File: config.mk
export PLATFORM = sky130hd
export DESIGN_NAME = card_decode_pipe
export DESIGN_NICKNAME = d
export VERILOG_FILES = /design/src/rtl/card_pkg.sv /design/src/rtl/card_rom.sv /design/src/rtl/card_decode_pipe.sv
export SDC_FILE = /design/constraint.sdc
export NUM_CORES = 1
export LEC_CHECK = 0
export BUFFER_PORTS_ARGS = -buffer_cell sky130_fd_sc_hd__buf_2
export CAP_MARGIN = 20
export CORE_MARGIN = 2
export CORE_UTILIZATION = 35
export CTS_BUF_LIST = sky130_fd_sc_hd__clkbuf_4 sky130_fd_sc_hd__clkbuf_8
export CTS_CLUSTER_DIAMETER = 40
export DETAILED_ROUTE_END_ITERATION = 8
export HOLD_SLACK_MARGIN = 0.06
export PLACE_DENSITY = 0.61
export SLEW_MARGIN = 20
export SYNTH_ARGS = -nofsm -noshare
export SYNTH_HDL_FRONTEND = slang
export SYNTH_HIERARCHICAL = 1
export SYNTH_SLANG_ARGS = --single-unit
File: constraint.sdc
create_clock -name clk -period 4.2 [get_ports clk]
set_input_delay 0.63 -clock clk [delete_from_list [all_inputs] [get_ports clk]]
set_output_delay 0.63 -clock clk [all_outputs]
set_load 0.005 [all_outputs]
File: src/rtl/card_pkg.sv
// Shared mode encodings, ROM word layout and card indices for the card decode pipeline.
package card_pkg;

  localparam int unsigned MODE_W = 3;

  typedef enum logic [1:0] {
    MODE_IDLE    = 2'd0,
    MODE_ACTION  = 2'd1,
    MODE_BUY     = 2'd2,
    MODE_ENDGAME = 2'd3
  } mode_t;

  localparam int unsigned BUY_W    = 3;
  localparam int unsigned ACTION_W = 3;
  localparam int unsigned DRAW_W   = 3;
  localparam int unsigned GOLD_W   = 5;
  localparam int unsigned VP_W     = 4;
  localparam int unsigned COST_W   = 4;
  localparam int unsigned NAME_W   = 8;
  localparam int unsigned WORD_W   = 30;

  localparam int unsigned NAME_LSB   = 0;
  localparam int unsigned COST_LSB   = 8;
  localparam int unsigned VP_LSB     = 12;
  localparam int unsigned GOLD_LSB   = 16;
  localparam int unsigned DRAW_LSB   = 21;
  localparam int unsigned ACTION_LSB = 24;
  localparam int unsigned BUY_LSB    = 27;

  // Field order mirrors the LSB table above, MSB first.
  typedef struct packed {
    logic [BUY_W-1:0]    buy;
    logic [ACTION_W-1:0] action;
    logic [DRAW_W-1:0]   draw;
    logic [GOLD_W-1:0]   gold;
    logic [VP_W-1:0]     vp;
    logic [COST_W-1:0]   cost;
    logic [NAME_W-1:0]   name;
  } card_word_t;

  localparam int unsigned CARD_COPPER   = 0;
  localparam int unsigned CARD_SILVER   = 1;
  localparam int unsigned CARD_GOLD     = 2;
  localparam int unsigned CARD_ESTATE   = 3;
  localparam int unsigned CARD_DUCHY    = 4;
  localparam int unsigned CARD_PROVINCE = 5;
  localparam int unsigned CARD_VILLAGE  = 6;
  localparam int unsigned CARD_MARKET   = 7;

  // Codes 4-7 are treated as IDLE.
  function automatic mode_t decode_mode(input logic [MODE_W-1:0] m);
    mode_t r;
    case (m)
      3'd1:    r = MODE_ACTION;
      3'd2:    r = MODE_BUY;
      3'd3:    r = MODE_ENDGAME;
      default: r = MODE_IDLE;
    endcase
    return r;
  endfunction

  function automatic card_word_t make_card(
    input logic [BUY_W-1:0]    buy,
    input logic [ACTION_W-1:0] action,
    input logic [DRAW_W-1:0]   draw,
    input logic [GOLD_W-1:0]   gold,
    input logic [VP_W-1:0]     vp,
    input logic [COST_W-1:0]   cost
  );
    logic [WORD_W-1:0] w;
    w = '0;
    w[BUY_LSB    +: BUY_W]    = buy;
    w[ACTION_LSB +: ACTION_W] = action;
    w[DRAW_LSB   +: DRAW_W]   = draw;
    w[GOLD_LSB   +: GOLD_W]   = gold;
    w[VP_LSB     +: VP_W]     = vp;
    w[COST_LSB   +: COST_W]   = cost;
    w[NAME_LSB   +: NAME_W]   = '0;
    return card_word_t'(w);
  endfunction

endpackage

File: src/rtl/card_rom.sv
// Fixed card attribute table with a registered read port.
module card_rom
  import card_pkg::*;
#(
  parameter int unsigned CARD_W = 4
) (
  input  logic              clk,
  input  logic [CARD_W-1:0] addr,
  output card_word_t        word
);

  card_word_t rom_c;

  always_comb begin
    rom_c = '0;
    case (addr)
      CARD_W'(CARD_COPPER):   rom_c = make_card(3'd0, 3'd0, 3'd0, 5'd1, 4'd0, 4'd0);
      CARD_W'(CARD_SILVER):   rom_c = make_card(3'd0, 3'd0, 3'd0, 5'd2, 4'd0, 4'd3);
      CARD_W'(CARD_GOLD):     rom_c = make_card(3'd0, 3'd0, 3'd0, 5'd3, 4'd0, 4'd6);
      CARD_W'(CARD_ESTATE):   rom_c = make_card(3'd0, 3'd0, 3'd0, 5'd0, 4'd1, 4'd2);
      CARD_W'(CARD_DUCHY):    rom_c = make_card(3'd0, 3'd0, 3'd0, 5'd0, 4'd3, 4'd5);
      CARD_W'(CARD_PROVINCE): rom_c = make_card(3'd0, 3'd0, 3'd0, 5'd0, 4'd6, 4'd8);
      CARD_W'(CARD_VILLAGE):  rom_c = make_card(3'd0, 3'd2, 3'd1, 5'd0, 4'd0, 4'd3);
      CARD_W'(CARD_MARKET):   rom_c = make_card(3'd1, 3'd1, 3'd1, 5'd1, 4'd0, 4'd5);
      default:                rom_c = '0;
    endcase
  end

  always_ff @(posedge clk) begin
    word <= rom_c;
  end

endmodule

File: src/rtl/card_decode_pipe.sv
// Card decode pipeline: input FIFO, ROM lookup stage and output stage with
// per-mode saturating running totals.
module card_decode_pipe
  import card_pkg::*;
#(
  parameter int unsigned CARD_W = 4,
  parameter int unsigned DEPTH  = 4,
  parameter int unsigned ACC_W  = 6
) (
  input  logic                clk,
  input  logic                reset,
  input  logic [MODE_W-1:0]   mode,
  input  logic [CARD_W-1:0]   card_stream,
  input  logic                card_valid,
  output logic                card_ready,
  input  logic [GOLD_W-1:0]   gold_in_bank,
  input  logic                clear,
  output logic                nextcard,
  output logic [BUY_W-1:0]    obuy,
  output logic [ACTION_W-1:0] oaction,
  output logic [DRAW_W-1:0]   odraw,
  output logic [GOLD_W-1:0]   ogold,
  output logic [NAME_W-1:0]   oname,
  output logic                can_buy,
  output logic                reject,
  output logic [ACC_W-1:0]    tot_buy,
  output logic [ACC_W-1:0]    tot_action,
  output logic [ACC_W-1:0]    tot_draw,
  output logic [ACC_W-1:0]    tot_gold,
  output logic [ACC_W-1:0]    tot_spent,
  output logic [ACC_W-1:0]    tot_vp,
  output logic                busy
);

  localparam int unsigned PTR_W = (DEPTH > 1) ? $clog2(DEPTH) : 1;
  localparam int unsigned CNT_W = PTR_W + 1;
  localparam int unsigned SUM_W = ACC_W + 1;
  localparam logic [ACC_W-1:0] ACC_MAX = '1;

  function automatic logic [ACC_W-1:0] sat_add(input logic [ACC_W-1:0] a,
                                               input logic [ACC_W-1:0] b);
    logic [SUM_W-1:0] s;
    s = SUM_W'(a) + SUM_W'(b);
    return s[ACC_W] ? ACC_MAX : s[ACC_W-1:0];
  endfunction

  // ---------------- input FIFO ----------------
  logic [CARD_W-1:0] mem [DEPTH];
  logic [PTR_W-1:0]  wr_ptr;
  logic [PTR_W-1:0]  rd_ptr;
  logic [CNT_W-1:0]  count;
  logic [CNT_W-1:0]  count_next;
  logic              push_c;
  logic              pop_c;

  // The output path never stalls, so the head leaves whenever one is present.
  always_comb begin
    push_c     = card_valid & card_ready;
    pop_c      = (count != '0);
    count_next = count + CNT_W'(push_c) - CNT_W'(pop_c);
  end

  always_ff @(posedge clk) begin
    if (push_c) begin
      mem[wr_ptr] <= card_stream;
    end
  end

  always_ff @(posedge clk) begin
    if (reset) begin
      wr_ptr     <= '0;
      rd_ptr     <= '0;
      count      <= '0;
      card_ready <= 1'b0;
    end else begin
      if (push_c) begin
        wr_ptr <= wr_ptr + PTR_W'(1);
      end
      if (pop_c) begin
        rd_ptr <= rd_ptr + PTR_W'(1);
      end
      count      <= count_next;
      card_ready <= (count_next != CNT_W'(DEPTH));
    end
  end

  // ---------------- ROM stage ----------------
  card_word_t rom_word;
  logic       s1_valid;
  mode_t      s1_mode;

  card_rom #(
    .CARD_W(CARD_W)
  ) u_rom (
    .clk (clk),
    .addr(mem[rd_ptr]),
    .word(rom_word)
  );

  // Mode is captured as the card leaves the FIFO and rides along with it.
  always_ff @(posedge clk) begin
    if (reset) begin
      s1_valid <= 1'b0;
      s1_mode  <= MODE_IDLE;
    end else begin
      s1_valid <= pop_c;
      if (pop_c) begin
        s1_mode <= decode_mode(mode);
      end
    end
  end

  // ---------------- output stage ----------------
  logic [SUM_W-1:0] need_c;
  logic             afford_c;
  logic             is_buy_c;
  logic [ACC_W-1:0] tot_buy_c;
  logic [ACC_W-1:0] tot_action_c;
  logic [ACC_W-1:0] tot_draw_c;
  logic [ACC_W-1:0] tot_gold_c;
  logic [ACC_W-1:0] tot_spent_c;
  logic [ACC_W-1:0] tot_vp_c;

  always_comb begin
    need_c       = SUM_W'(tot_spent) + SUM_W'(rom_word.cost);
    afford_c     = (SUM_W'(gold_in_bank) >= need_c);
    is_buy_c     = s1_valid && (s1_mode == MODE_BUY);
    tot_buy_c    = tot_buy;
    tot_action_c = tot_action;
    tot_draw_c   = tot_draw;
    tot_gold_c   = tot_gold;
    tot_spent_c  = tot_spent;
    tot_vp_c     = tot_vp;
    // clear overrides any contribution from the card finishing this cycle
    if (clear) begin
      tot_buy_c    = '0;
      tot_action_c = '0;
      tot_draw_c   = '0;
      tot_gold_c   = '0;
      tot_spent_c  = '0;
      tot_vp_c     = '0;
    end else if (s1_valid) begin
      case (s1_mode)
        MODE_ACTION: begin
          tot_buy_c    = sat_add(tot_buy,    ACC_W'(rom_word.buy));
          tot_action_c = sat_add(tot_action, ACC_W'(rom_word.action));
          tot_draw_c   = sat_add(tot_draw,   ACC_W'(rom_word.draw));
          tot_gold_c   = sat_add(tot_gold,   ACC_W'(rom_word.gold));
        end
        MODE_BUY: begin
          if (afford_c) begin
            tot_spent_c = sat_add(tot_spent, ACC_W'(rom_word.cost));
          end
        end
        MODE_ENDGAME: begin
          tot_vp_c = sat_add(tot_vp, ACC_W'(rom_word.vp));
        end
        default: begin
        end
      endcase
    end
  end

  always_ff @(posedge clk) begin
    if (reset) begin
      nextcard   <= 1'b0;
      obuy       <= '0;
      oaction    <= '0;
      odraw      <= '0;
      ogold      <= '0;
      oname      <= '0;
      can_buy    <= 1'b0;
      reject     <= 1'b0;
      tot_buy    <= '0;
      tot_action <= '0;
      tot_draw   <= '0;
      tot_gold   <= '0;
      tot_spent  <= '0;
      tot_vp     <= '0;
      busy       <= 1'b0;
    end else begin
      nextcard   <= s1_valid;
      obuy       <= s1_valid ? rom_word.buy    : '0;
      oaction    <= s1_valid ? rom_word.action : '0;
      odraw      <= s1_valid ? rom_word.draw   : '0;
      oname      <= s1_valid ? rom_word.name   : '0;
      ogold      <= !s1_valid ? '0 :
                    (s1_mode == MODE_ENDGAME) ? GOLD_W'(rom_word.vp) : rom_word.gold;
      can_buy    <= is_buy_c & afford_c;
      reject     <= is_buy_c & ~afford_c;
      tot_buy    <= tot_buy_c;
      tot_action <= tot_action_c;
      tot_draw   <= tot_draw_c;
      tot_gold   <= tot_gold_c;
      tot_spent  <= tot_spent_c;
      tot_vp     <= tot_vp_c;
      // Reflects the state after this edge: FIFO, ROM stage or output stage occupied.
      busy       <= (count_next != '0) | pop_c | s1_valid;
    end
  end

endmodule

## After elaboration in Yosys (flattened, before gate mapping)

Memories as Yosys holds them, arrays and structs flattened. A register that Yosys moved wholly into a read port is not among the register bits.
Index checks and enable logic that the tools add are counted.

| operators by class | value |
|---|---|
| equal/unequal tests | 7 |
| $add $sub $neg | 10 |
| multiplexer cells | 12 |
| $lt $le $gt $ge | 1 |
| bitwise operators | 7 |
| reductions and logical operators | 9 |

Operator list:

| kind | number |
|---|---|
| $mux 6 | 6 |
| $add 6x3->7 | 3 |
| $add 6x4->7 | 2 |
| $add 6x5->7 | 1 |
| $ge 5x7->1 | 1 |
| $eq 3x2->1 const B | 2 |
| $pmux 2 s3 | 1 |
| $reduce_bool 3->1 | 2 |
| $add 2x1->2 const B | 2 |
| $eq 2x2->1 const B | 2 |
| $mux 2 | 2 |
| $mux 4 | 1 |
| $reduce_and 2->1 | 2 |
| $reduce_or 2->1 | 2 |
| $add 3x1->3 | 1 |
| $and 1x1->1 | 3 |
| $eq 3x1->1 const B | 1 |
| $ne 3x3->1 const B | 1 |
| $reduce_and 3->1 | 1 |
| $reduce_or 3->1 | 1 |
| $sub 3x1->3 | 1 |
| $eq 2x1->1 const B | 1 |
| $mux 1 | 2 |
| $not 1->1 | 2 |
| 2 further kinds | 3 |

| storage, ports and cells | value |
|---|---|
| memories | 2 |
| input port bits | 16 |
| memory bits (read-only) | 104 |
| register bits | 99 |
| output and inout port bits | 63 |
| bits in writable memories | 16 |
| word-level logic and storage cells | 76 |

Memories:

| name | words | width | read ports | clocked after memory_dff | write ports | RTL line | text |
|---|---|---|---|---|---|---|---|
| (no name shown) | 8 | 13 | 1 | 1 | 0 | card_rom.sv:16 | `case (addr)` |
| mem | 4 | 4 | 1 | 1 | 1 | card_decode_pipe.sv:48 | `logic [CARD_W-1:0] mem [DEPTH];` |

## Depth between registers and ports, before layout

| depth | value |
|---|---|
| word-level depth | 6 |
| gate-level depth with buffers | 12 |
| mapped depth without buffers | 12 |

## Hierarchy

Netlist, hierarchy kept.

By module, submodules not included:

| module | sequential area each (um^2) | area an instance (um^2) | instances | cells each |
|---|---|---|---|---|
| card_decode_pipe | 1,981.9 | 4,216.5 | 1 | 426 |
| card_rom | 220.2 | 568.0 | 1 | 58 |

## Worst setup path before layout

No wires, ideal clock.

| timing | value |
|---|---|
| path kind | reg2reg |
| start | register tot_spent[0] |
| end | register tot_spent[2] |
| library setup time | 0.121 ns |
| path slack | 1.584 ns |
| data required time | 4.079 ns |
| arrival time | 2.495 ns |
| cell stages (with the launch flop) | 13 |
| buffers on the path | 0 |
| clock period less this slack | 2.616 ns |
| path through | dfxtp_1 > ha_1 > inv_1 > fa_1 > nand2b_1 > o2bb2ai_1 > xor2_1 > ha_1 > nand2_1 > a21oi_1 > a21oi_1 > a21oi_4 > mux2_4 |

| on the way | value |
|---|---|
| longest elaborated chain between the ends | 3 |
| elaborated cells on any way between the ends | 4 |
| those cells by class | 1 x add/sub; 1 x order compare; 1 x mux; 1 x reduce/logical |

Ends and longest elaborated chain:

| item | RTL line | text |
|---|---|---|
| from (decl) | card_decode_pipe.sv:30 | `output logic [ACC_W-1:0] tot_spent,` |
| from (signal assigned) | card_decode_pipe.sv:195 | `tot_spent <= tot_spent_c;` |
| $add 6x4->7 (*) | card_decode_pipe.sv:43, card_decode_pipe.sv:125 |  |
| $ge 5x7->1 | card_decode_pipe.sv:126 | `afford_c = (SUM_W'(gold_in_bank) >= need_c);` |
| $reduce_and 3->1 (no source line) | -- |  |

Every way passes the cells marked *; elsewhere a longest branch is shown, timed or not.
A chain may end at the register's enable or synchronous reset.

## Worst setup path after layout

Ends and elaborated chain as after synthesis.

==> results.tsv <==
stage	metric	value	unit
placed_design	routability cong.	0.800	
routing	drt initial violations	178	
setup_path	internal reg-to-reg setup slack	1.34	ns
synth	Synth Area in XOR/XNOR	2.93	%
synth	Top FF cell, synth	dfxtp_1	
layout	Total Nets Final	617	
layout	largest registers	mem: 16 flops, u_rom/word: 11 flops, oname: 8 flops	
setup_path	worst reg-to-reg path cell count	12	
pwr	net switching power	0.772	mW
pwr	Max VDD drop	0.364	mV
job	number of max-cap violations	0	
synth	largest family of logic cells by synthesized area	simple AND/OR/NAND/NOR gates	
pwr	Clk pwr share	28.4	%
timing	unrepaired setup endpoints after global routing	false	
floorplan	die area	0.0146	mm^2
clock_network	H-tree lvl count	3	
synth	post-synthesis mux area share	3.14	%
setup_path	crit path kind	flip-flop to flip-flop	
pwr	Static Leak	2.45	nW
synth	Adder-Cell Fraction of Synth Area	12.9	%
floorplan	num rows	42	
synth	post-synthesis sequential area ratio	46.0	%
timing	relative max-transition margin	43.9	%
timing	Final period util	68.1	%
timing	Achievable Freq	350	MHz
clock_network	CTS buffer count	9	
synth	compound-gate portion of the synthesized area	11.7	%
status	status	completed	
setup_path	Startpoint Class	flip-flop	
routing	drt pass-1 iters	4	
synth	Async SR Flop Fraction	0	%
timing	Final Max Slew Viols	0	
pwr	sequential share of power	47.4	%
routing	Routed WL	9750	um
global_routing	Total GRT Usage	14.1	%
global_routing	vias in the first global route	3308	
synth	Cell Area, Synth	0.00478	mm^2
global_routing	Overflow after GRT	0	
global_routing	global-route wire length before repair	16100	um
layout	synthesis-to-finish area growth	14.7	%
setup_path	Max Fanout on Critical Path	6	
clock_network	CTS root buf	clkbuf_8	
routing	Vias/cell	4.64	
synth	synth warn	15	
layout	Reg with most FFs	mem	
setup_path	CP Data Required Time	4.47	ns
timing	clock period minus worst slack	2.86	ns
layout	max reg flops	16	
layout	n_diodes	0	
placed_design	Port Buf Inserts	78	
timing	Fin. Hold Viols	0	
setup_path	data arrival time of the worst path	3.13	ns
synth	Synth Register Bits	102	
clock_network	clock buffer depth	2	
synth	Synth Area in Simple Gates	15.9	%
floorplan	chip width	121	um
global_routing	initial antenna violation count	0	
clock_network	hold-fix buffers at CTS	0	
pwr	Gate power share	24.3	%
routing	Remaining DRCs	0	
floorplan	area of the core	0.0133	mm^2
timing	clock skew	0.0147	ns
clock_network	Clock transition at path regs	0.10	ns
clock_network	postcts setup bufs	0	
synth	Post-synth EDFFs	16	
clock_network	post-cts gate resize count	0	
placed_design	DPL Wire Length	7140	um
synth	synthesized instance count	484	
floorplan	die height	121	um
pwr	Power Dens Cells	466	mW/mm^2
timing	Setup-failing EPs final	0	
pwr	Overall Power	2.56	mW
clock_network	insertion delay to the later sink of the worst-skew pair	0.38	ns
synth	count of cell types in the netlist	50	
layout	share of layout cells above drive strength 1	18.9	%
timing	Slew @ Worst Pin	0.841	ns
synth	syn_area_per_cell	9.89	um^2
pwr	Cell Int Power	1.79	mW
clock_network	clock sinks	102	
setup_path	critical path endpoint category	flip-flop	
hold_path	WHS Path Cells	2	
routing	mean routed wirelength per cell	13.2	um
pwr	switch share	30.2	%
floorplan	IO Pins	79	
timing	setup_tns	0	ns
routing	DR vias	3418	
global_routing	largest net degree at the start of global routing	26	
clock_network	CTS tree	built	
floorplan	Starting Density	36.0	%
routing	Routed Antenna Nets	0	
hold_path	min-delay worst type	flip-flop to flip-flop	
[synth_stat cells (all sizes together), types with 8 or more instances]
master | count | area, um^2
xnor2 | 10 | 87.6
a21oi | 41 | 220
nor3 | 10 | 50.1
nand2 | 32 | 120
dfxtp | 86 | 1720
a21o | 8 | 60.1
nand3 | 12 | 60.1
and2 | 21 | 131
nor2 | 31 | 116
ha | 38 | 475
and3 | 9 | 56.3
buf | 26 | 183
nor2b | 12 | 77.6
inv | 38 | 143
o21ai | 20 | 100
edfxtp | 16 | 480
[power groups by stage]
stage	registers, mW	clock network, mW	logic [mW]
6_report	1.21	0.725	0.621
2_1_floorplan	1.21	0	0.506
3_3_place_gp	1.23	0	0.602
5_1_grt	1.23	0.778	0.717
4_1_cts	1.21	0.745	0.623
3_5_place_dp	1.24	0	0.620
[cells in the final DEF, fill, tap and decap left out, drive strengths merged, types with 3 or more instances in the layout]
master,instances
a211oi,4
a21o,8
a21oi,41
a31oi,5
and2,21
and3,9
buf,78
clkbuf,13
conb,17
dfxtp,86
edfxtp,16
fa,7
ha,38
inv,38
mux2i,3
mux4,4
nand2,32
nand2b,5
nand3,12
nor2,31
nor2b,12
nor3,10
nor3b,6
o211ai,4
o21ai,20
or2,3
xnor2,10
xor2,6
[kinds of logic after synthesis]
kind of cell    count (synthesis)
compound gates                 92
xor+xnor                       16
fa+ha+maj                      45
buf+inv                        71
flops                         102
mux                             9
other cells                     1
simple gates                  148
[per-layer routing]
layer | wire, um | GRT usage, % | vias up
met4 | 208 | 6.10 | 0
li1 | - | - | 1753
met1 | 4420 | 17.1 | 1591
met3 | 388 | 3.81 | 15
met5 | 0 | 0 | -
met2 | 4740 | 23.4 | 59
[worst max-delay path: stages (launching register included)]
cell and delay [ns]:
dfxtp_1 0.37, ha_1 0.18, inv_1 0.06, fa_1 0.38, nand2b_1 0.15, o2bb2ai_1 0.18, xor2_1 0.17, ha_1 0.33
nand2_1 0.06, a21oi_1 0.16, a21oi_1 0.11, a21oi_4 0.28, mux2_4 0.32
[metrics by stage]
step / util [%] / instances / instance area, um^2 / setup slack [ns] / hold slack, ns
5_1_grt: 41.3 / 737 / 5490 / 1.15 / 0.465
3_3_place_gp: 39.5 / 721 / 5250 / 1.46 / 0.461
6_report: 41.3 / 737 / 5490 / 1.34 / 0.458
4_1_cts: 41.2 / 737 / 5480 / 1.36 / 0.459
2_1_floorplan: - / 500 / 4840 / 1.58 / 0.434
3_5_place_dp: 39.5 / 721 / 5250 / 1.38 / 0.464
[path summary, 6_finish.rpt]
path,start,to
max,tot_spent[0]$_SDFFE_PP0P_,tot_spent[2]$_SDFFE_PP0P_
min,u_rom/word[16]$_SDFF_PP0_,ogold[0]$_SDFF_PP0_
max reg2reg,tot_spent[0]$_SDFFE_PP0P_,tot_spent[2]$_SDFFE_PP0P_
min reg2reg,u_rom/word[16]$_SDFF_PP0_,ogold[0]$_SDFF_PP0_
[layout make-up]
type                       instances  area (um^2)
timing repair buffer              78          390
clock buffer                      13          173
multi-input combinational        327         2290
sequential                       102         2200
inverter                          38          143
fill                            1311         7810
tap                              176          220
clock inverter                     3         65.1
(Power assumes the default switching activity.)
